--- src/rtl/dmem_arbiter.sv ---
// Two-port arbiter and sequencer in front of the byte-lane data memory.
// Port A (CPU load/store) and port B (DMA/IO copy) share one memory port.
// Each access runs grant (IDLE/RESP) -> ISSUE -> RESP. Misaligned or illegal
// sizes are caught before issue, so they never raise Mem_write.
//
// Ports:
//   clock, reset             rising-edge clock, synchronous active-high reset
//   {A,B}_req/we/addr/wdata/width/sext   request fields, held until gnt
//   {A,B}_gnt                pulse in the cycle the request fields are sampled
//   {A,B}_done/rdata/err     response pulse, two cycles after gnt
//   Mem_write/addr/wdata/width/sext      memory command
//   Mem_rdata                extended read data, valid the cycle after issue
module dmem_arbiter #(
  parameter int unsigned ADDR_WIDTH   = 32,
  parameter int unsigned DATA_WIDTH   = 32,
  parameter bit          FIXED_PRIO_A = 1'b0
) (
  input  logic                  clock,
  input  logic                  reset,
  input  logic                  A_req,
  input  logic                  A_we,
  input  logic [ADDR_WIDTH-1:0] A_addr,
  input  logic [DATA_WIDTH-1:0] A_wdata,
  input  logic [1:0]            A_width,
  input  logic                  A_sext,
  output logic                  A_gnt,
  output logic                  A_done,
  output logic [DATA_WIDTH-1:0] A_rdata,
  output logic                  A_err,
  input  logic                  B_req,
  input  logic                  B_we,
  input  logic [ADDR_WIDTH-1:0] B_addr,
  input  logic [DATA_WIDTH-1:0] B_wdata,
  input  logic [1:0]            B_width,
  input  logic                  B_sext,
  output logic                  B_gnt,
  output logic                  B_done,
  output logic [DATA_WIDTH-1:0] B_rdata,
  output logic                  B_err,
  output logic                  Mem_write,
  output logic [ADDR_WIDTH-1:0] Mem_addr,
  output logic [DATA_WIDTH-1:0] Mem_wdata,
  output logic [1:0]            Mem_width,
  output logic                  Mem_sext,
  input  logic [DATA_WIDTH-1:0] Mem_rdata
);

  localparam logic [1:0] ST_IDLE  = 2'd0;
  localparam logic [1:0] ST_ISSUE = 2'd1;
  localparam logic [1:0] ST_RESP  = 2'd2;

  // Size/alignment check: half needs addr[0]=0, word needs addr[1:0]=0, 10 is illegal.
  function automatic logic is_misaligned(input logic [1:0] width, input logic [1:0] lsb);
    logic mis;
    case (width)
      2'b00:   mis = 1'b0;
      2'b01:   mis = lsb[0];
      2'b11:   mis = (lsb != 2'b00);
      default: mis = 1'b1;
    endcase
    return mis;
  endfunction

  logic [1:0]            state_q, state_d;
  logic                  prio_b_q, prio_b_d;     // 1: B wins the next tie
  logic                  owner_b_q, owner_b_d;
  logic                  we_q, we_d;
  logic                  mis_q, mis_d;
  logic                  mem_write_q, mem_write_d;
  logic [ADDR_WIDTH-1:0] mem_addr_q, mem_addr_d;
  logic [DATA_WIDTH-1:0] mem_wdata_q, mem_wdata_d;
  logic [1:0]            mem_width_q, mem_width_d;
  logic                  mem_sext_q, mem_sext_d;
  logic                  a_done_q, a_done_d, b_done_q, b_done_d;
  logic                  a_err_q, a_err_d, b_err_q, b_err_d;
  logic                  a_rd_en_q, a_rd_en_d, b_rd_en_q, b_rd_en_d;

  logic                  arb_window, pick_b, grant;
  logic                  sel_we, sel_sext, sel_mis;
  logic [ADDR_WIDTH-1:0] sel_addr;
  logic [DATA_WIDTH-1:0] sel_wdata;
  logic [1:0]            sel_width;

  // Arbitration: only in IDLE/RESP, suppressed while reset is asserted.
  assign arb_window = (state_q == ST_IDLE) || (state_q == ST_RESP);
  assign pick_b     = B_req && (!A_req || (!FIXED_PRIO_A && prio_b_q));
  assign grant      = arb_window && (A_req || B_req) && !reset;
  assign A_gnt      = grant && !pick_b;
  assign B_gnt      = grant && pick_b;

  assign sel_we    = pick_b ? B_we    : A_we;
  assign sel_addr  = pick_b ? B_addr  : A_addr;
  assign sel_wdata = pick_b ? B_wdata : A_wdata;
  assign sel_width = pick_b ? B_width : A_width;
  assign sel_sext  = pick_b ? B_sext  : A_sext;
  assign sel_mis   = is_misaligned(sel_width, sel_addr[1:0]);

  // Next-state and next-output logic.
  always_comb begin
    state_d     = state_q;
    prio_b_d    = prio_b_q;
    owner_b_d   = owner_b_q;
    we_d        = we_q;
    mis_d       = mis_q;
    mem_write_d = 1'b0;
    mem_addr_d  = mem_addr_q;
    mem_wdata_d = mem_wdata_q;
    mem_width_d = mem_width_q;
    mem_sext_d  = mem_sext_q;
    a_done_d    = 1'b0;
    b_done_d    = 1'b0;
    a_err_d     = 1'b0;
    b_err_d     = 1'b0;
    a_rd_en_d   = 1'b0;
    b_rd_en_d   = 1'b0;
    case (state_q)
      ST_ISSUE: begin
        state_d   = ST_RESP;
        a_done_d  = !owner_b_q;
        b_done_d  = owner_b_q;
        a_err_d   = !owner_b_q && mis_q;
        b_err_d   = owner_b_q && mis_q;
        a_rd_en_d = !owner_b_q && !we_q && !mis_q;
        b_rd_en_d = owner_b_q && !we_q && !mis_q;
      end
      default: begin
        if (grant) begin
          state_d     = ST_ISSUE;
          prio_b_d    = !pick_b;
          owner_b_d   = pick_b;
          we_d        = sel_we;
          mis_d       = sel_mis;
          mem_write_d = sel_we && !sel_mis;
          mem_addr_d  = sel_addr;
          mem_wdata_d = sel_wdata;
          mem_width_d = sel_width;
          mem_sext_d  = sel_sext;
        end else begin
          state_d     = ST_IDLE;
          owner_b_d   = 1'b0;
          we_d        = 1'b0;
          mis_d       = 1'b0;
          mem_addr_d  = '0;
          mem_wdata_d = '0;
          mem_width_d = 2'b00;
          mem_sext_d  = 1'b0;
        end
      end
    endcase
  end

  // State and output registers.
  always_ff @(posedge clock) begin
    if (reset) begin
      state_q     <= ST_IDLE;
      prio_b_q    <= 1'b0;
      owner_b_q   <= 1'b0;
      we_q        <= 1'b0;
      mis_q       <= 1'b0;
      mem_write_q <= 1'b0;
      mem_addr_q  <= '0;
      mem_wdata_q <= '0;
      mem_width_q <= 2'b00;
      mem_sext_q  <= 1'b0;
      a_done_q    <= 1'b0;
      b_done_q    <= 1'b0;
      a_err_q     <= 1'b0;
      b_err_q     <= 1'b0;
      a_rd_en_q   <= 1'b0;
      b_rd_en_q   <= 1'b0;
    end else begin
      state_q     <= state_d;
      prio_b_q    <= prio_b_d;
      owner_b_q   <= owner_b_d;
      we_q        <= we_d;
      mis_q       <= mis_d;
      mem_write_q <= mem_write_d;
      mem_addr_q  <= mem_addr_d;
      mem_wdata_q <= mem_wdata_d;
      mem_width_q <= mem_width_d;
      mem_sext_q  <= mem_sext_d;
      a_done_q    <= a_done_d;
      b_done_q    <= b_done_d;
      a_err_q     <= a_err_d;
      b_err_q     <= b_err_d;
      a_rd_en_q   <= a_rd_en_d;
      b_rd_en_q   <= b_rd_en_d;
    end
  end

  // Reset in the ISSUE cycle must not let the pending write reach the RAM.
  assign Mem_write = mem_write_q && !reset;
  assign Mem_addr  = mem_addr_q;
  assign Mem_wdata = mem_wdata_q;
  assign Mem_width = mem_width_q;
  assign Mem_sext  = mem_sext_q;

  // Read data only exists in the response cycle, so it is gated by a registered enable.
  assign A_done  = a_done_q;
  assign A_err   = a_err_q;
  assign A_rdata = a_rd_en_q ? Mem_rdata : '0;
  assign B_done  = b_done_q;
  assign B_err   = b_err_q;
  assign B_rdata = b_rd_en_q ? Mem_rdata : '0;

endmodule

--- config.mk ---
export PLATFORM = sky130hd
export DESIGN_NAME = dmem_arbiter
export DESIGN_NICKNAME = d
export VERILOG_FILES = /design/src/rtl/dmem_arbiter.sv
export SDC_FILE = /design/constraint.sdc
export NUM_CORES = 1
export LEC_CHECK = 0
export ABC_CLOCK_PERIOD_IN_PS = 2400
export CAP_MARGIN = 20
export CORE_AREA = 2 2 120 122
export DETAILED_ROUTE_END_ITERATION = 8
export DIE_AREA = 0 0 122 124
export GPL_TIMING_DRIVEN = 0
export HOLD_SLACK_MARGIN = 0.15
export PLACE_DENSITY_LB_ADDON = 0.12
export SLEW_MARGIN = 40
export SYNTH_ARGS = -nofsm -noshare
export SYNTH_HDL_FRONTEND = slang
export SYNTH_SLANG_ARGS = --single-unit
--- constraint.sdc ---
create_clock -name clock -period 2.4 [get_ports clock]
set_clock_uncertainty 0.15 [all_clocks]
set_input_delay 0.72 -clock clock [delete_from_list [all_inputs] [get_ports clock]]
set_output_delay 0.72 -clock clock [all_outputs]
set_load 0.05 [all_outputs]
==> flow_summary.toml <==
[logic_synthesis]
synth_top_cell_by_area = "dfxtp_1"
yosysUniqueCellTypes = 28
ys_warn_count = 0
syn_area_per_cell_um2 = 8.49
synthTopCellsByArea = "dfxtp_1 47%, a22oi_1 14%, nand2_1 14%, and2_1 12%, buf_4 2.4%"
syn_area_um2 = 3420
syn_inst = 403
ys_seq_area_frac = 0.468
synth_nets = 575
yosysTopAreaCellShare = 0.468
yosys_register_bits = 80

[critical_path]
path_cells = "clkdlybuf4s50_1 -> and2_1 -> buf_4"
crit_type = "primary input to output pin"
critPathLaunch = "Mem_rdata[5]"
reg2reg_from = "prio_b_q"
cp-start-kind = "primary input"
endpoint_kind = "output pin"
crit_arrival_ns = 1.53
r2r_setup_slack_ns = 0.66
ff2ff_path_depth = 6
crit_required_ns = 1.53
critPathBufInv = 2
cp_num_cells = 3
worstReg2RegEnd = "Mem_addr[17]"
crit_fanout = 2
cp_slowest_cell = "clkdlybuf4s50_1"
cp_top_family = "buffers and inverters"
max_stage_delay_ns = 0.47

[layout]
num_antenna_cells = 0
nNetsFinal = 899
stdcell_area_um2 = 7200
instances_no_fill = 912
drive_gt1_frac = 0.182
utilization = 0.525
syn2layout_area_growth_pct = 110

[hold_path]
hp-start = "Mem_addr[28]"
hold_depth = 2
whs_endpoint = "Mem_addr[28]"
holdCritPathClass = "flop to flop"

[power]
vdd.ir_drop.worst_v = 0.000288
p_int_mw = 3.01
p_leak_nw = 3.38
combPwrFrac = 0.278
p_sw_frac = 0.291
seqPwrFrac = 0.350
p_clk_frac = 0.372
power.density_nw_per_um2 = 589
p_total_mw = 4.24
p_switching_mw = 1.23

[floorplan]
die_w_um = 122
rows = 43
initial_core_util = 0.249
ios = 310
die_h_um = 124
die-area_um2 = 15100
core-area_um2 = 13700

[drt]
met2_length_mm = 7.55
routed_wl_mm = 13.4
first_iter_violations = 91
viasPerCell = 4.37
vias = 3985
wl_met3_mm = 1.46
wl_per_cell_um = 14.7
drt_pass1_iterations = 4
drc = 0
wl_met1_mm = 4.30
postRouteAntennaNets = 0
highest_layer = "met4"

[placed_design]
dp_slack_ns = -1.21
dpl-instance-area_um2 = 6740
port_buffers = 309
dp_cells = 892
dp.final_hpwl_mm = 11.0
gp_congestion = 0.773

[clock_tree]
clock-sinks = 80
htree_levels = 3
cts.root.buffer_cell = "clkbuf_16"
numCtsBuffers = 9
cts_buffer_depth = 2
clk_latency_ns = 0.33
cts_tree = "done"
ctsHoldBuffers = 0
clkSlewWorstSetupHoldPaths_ns = 0.06

[timing]
fmax_mhz = 416
rsz0062_at_grt = "true"
hold_violations = 0
period_minus_slack_ns = 2.40
fin_crit_sh = 1.00
final-setup-viol-count = 1
maxSlewViolCount = 0
whs_ns = 0.283
fin_setup_tns_ns = -0.00483
worst_slack_ns = -0.00483
maxSlewHeadroom = 0.516
worst_pin_slew_ns = 0.718

[grt]
grt_pass1_wl_mm = 19.2
grt_max_degree = 14
grt_pass1_vias = 3862
grt_antenna_before_repair = 0
grt_overflow = 0
grt_usage = 0.166

[run_status]
status = "complete, but fails checks"
failed_checks = "setup timing"

[run]
cap_violations = 0
worst max path at each step:
stage | end | slack (ns)
after floorplan | A_gnt | 0.09
after global placement | A_gnt | -1.20
after detailed placement | A_gnt | -1.21
after CTS | B_rdata[15] | 0.0002
after global routing | A_rdata[15] | -0.02
final | B_rdata[5] | -0.005
per-layer routing:
layer	vias up	GRT usage
met5	-	0
met1	1789	0.152
met2	181	0.336
li1	2004	-
met3	11	0.0559
met4	0	0.0596
cells in the final DEF (no fill, tap or decap), drive strengths merged, types with 2 or more instances in the layout:
master / Yosys / layout
dfxtp: 80 / 80
nor2: 3 / 3
clkdlybuf4s50: 0 / 222
clkinv: 0 / 2
nand2b: 2 / 2
dlymetal6s2s: 0 / 13
inv: 5 / 5
o21ai: 7 / 7
buf: 20 / 93
clkbuf: 7 / 18
mux2i: 5 / 5
a22oi: 66 / 66
nand2: 133 / 133
dlygate4sd2: 0 / 4
and2: 65 / 65
bufinv: 0 / 3
sequential cells by signal, indices dropped and copies added (netlist names):
name,cells
A_done,1
A_err,1
B_done,1
B_err,1
Mem_addr,32
Mem_sext,1
Mem_wdata,32
Mem_width,2
a_rd_en_q,1
b_rd_en_q,1
mem_write_q,1
mis_q,1
owner_b_q,1
prio_b_q,1
state_q,2
we_q,1
power by group through the flow:
stage | Sequential, mW | Clock, mW | Combinational [mW]
2_1_floorplan | 1.83 | 0 | 0.273
3_3_place_gp | 1.51 | 0 | 1.17
3_5_place_dp | 1.51 | 0 | 1.17
4_1_cts | 1.49 | 1.62 | 1.18
5_1_grt | 1.50 | 1.67 | 1.24
6_report | 1.49 | 1.58 | 1.18
worst min-delay path, delay by kind of cell (launching register included):
kind,cells,cell delay (ns)
DFF,1,0.30
and+or+nand+nor,2,0.09
synthesized netlist by cell type, drive strengths merged:
master / n
nor2b: 1
a22o: 1
a22oi: 66
nor4: 1
clkbuf: 7
nand2: 133
inv: 5
a21oi: 1
nand2b: 2
a2111oi: 1
and2: 65
dfxtp: 80
and3: 1
or3: 1
mux2i: 5
nor3: 1
buf: 20
nor2: 3
a311oi: 1
o21ai: 7
o211a: 1
layout make-up:
cell class / count / area [µm²]
Inverter: 5 / 23.8
Sequential cell: 80 / 1600
Tap cell: 180 / 225
Clock inverter: 5 / 104
Timing Repair Buffer: 313 / 3160
Fill cell: 1306 / 6520
Clock buffer: 11 / 243
Multi-Input combinational cell: 291 / 1650
Buffer: 27 / 195
cell families after synthesis:
logic type,after synthesis,synth area share
AND/OR/NAND/NOR,208,0.286
multiplexers,5,0.0146
buffers and inverters,32,0.0581
flip-flops,80,0.468
AO/OA/AOI/OAI,78,0.174
what timing repair did:
action	in CTS	in global routing
gates resized for setup	440	60
endpoints found under the setup margin	67	51
pin swaps	2	1
buffers inserted	4	0
Power figures use the tool's default switching activity.
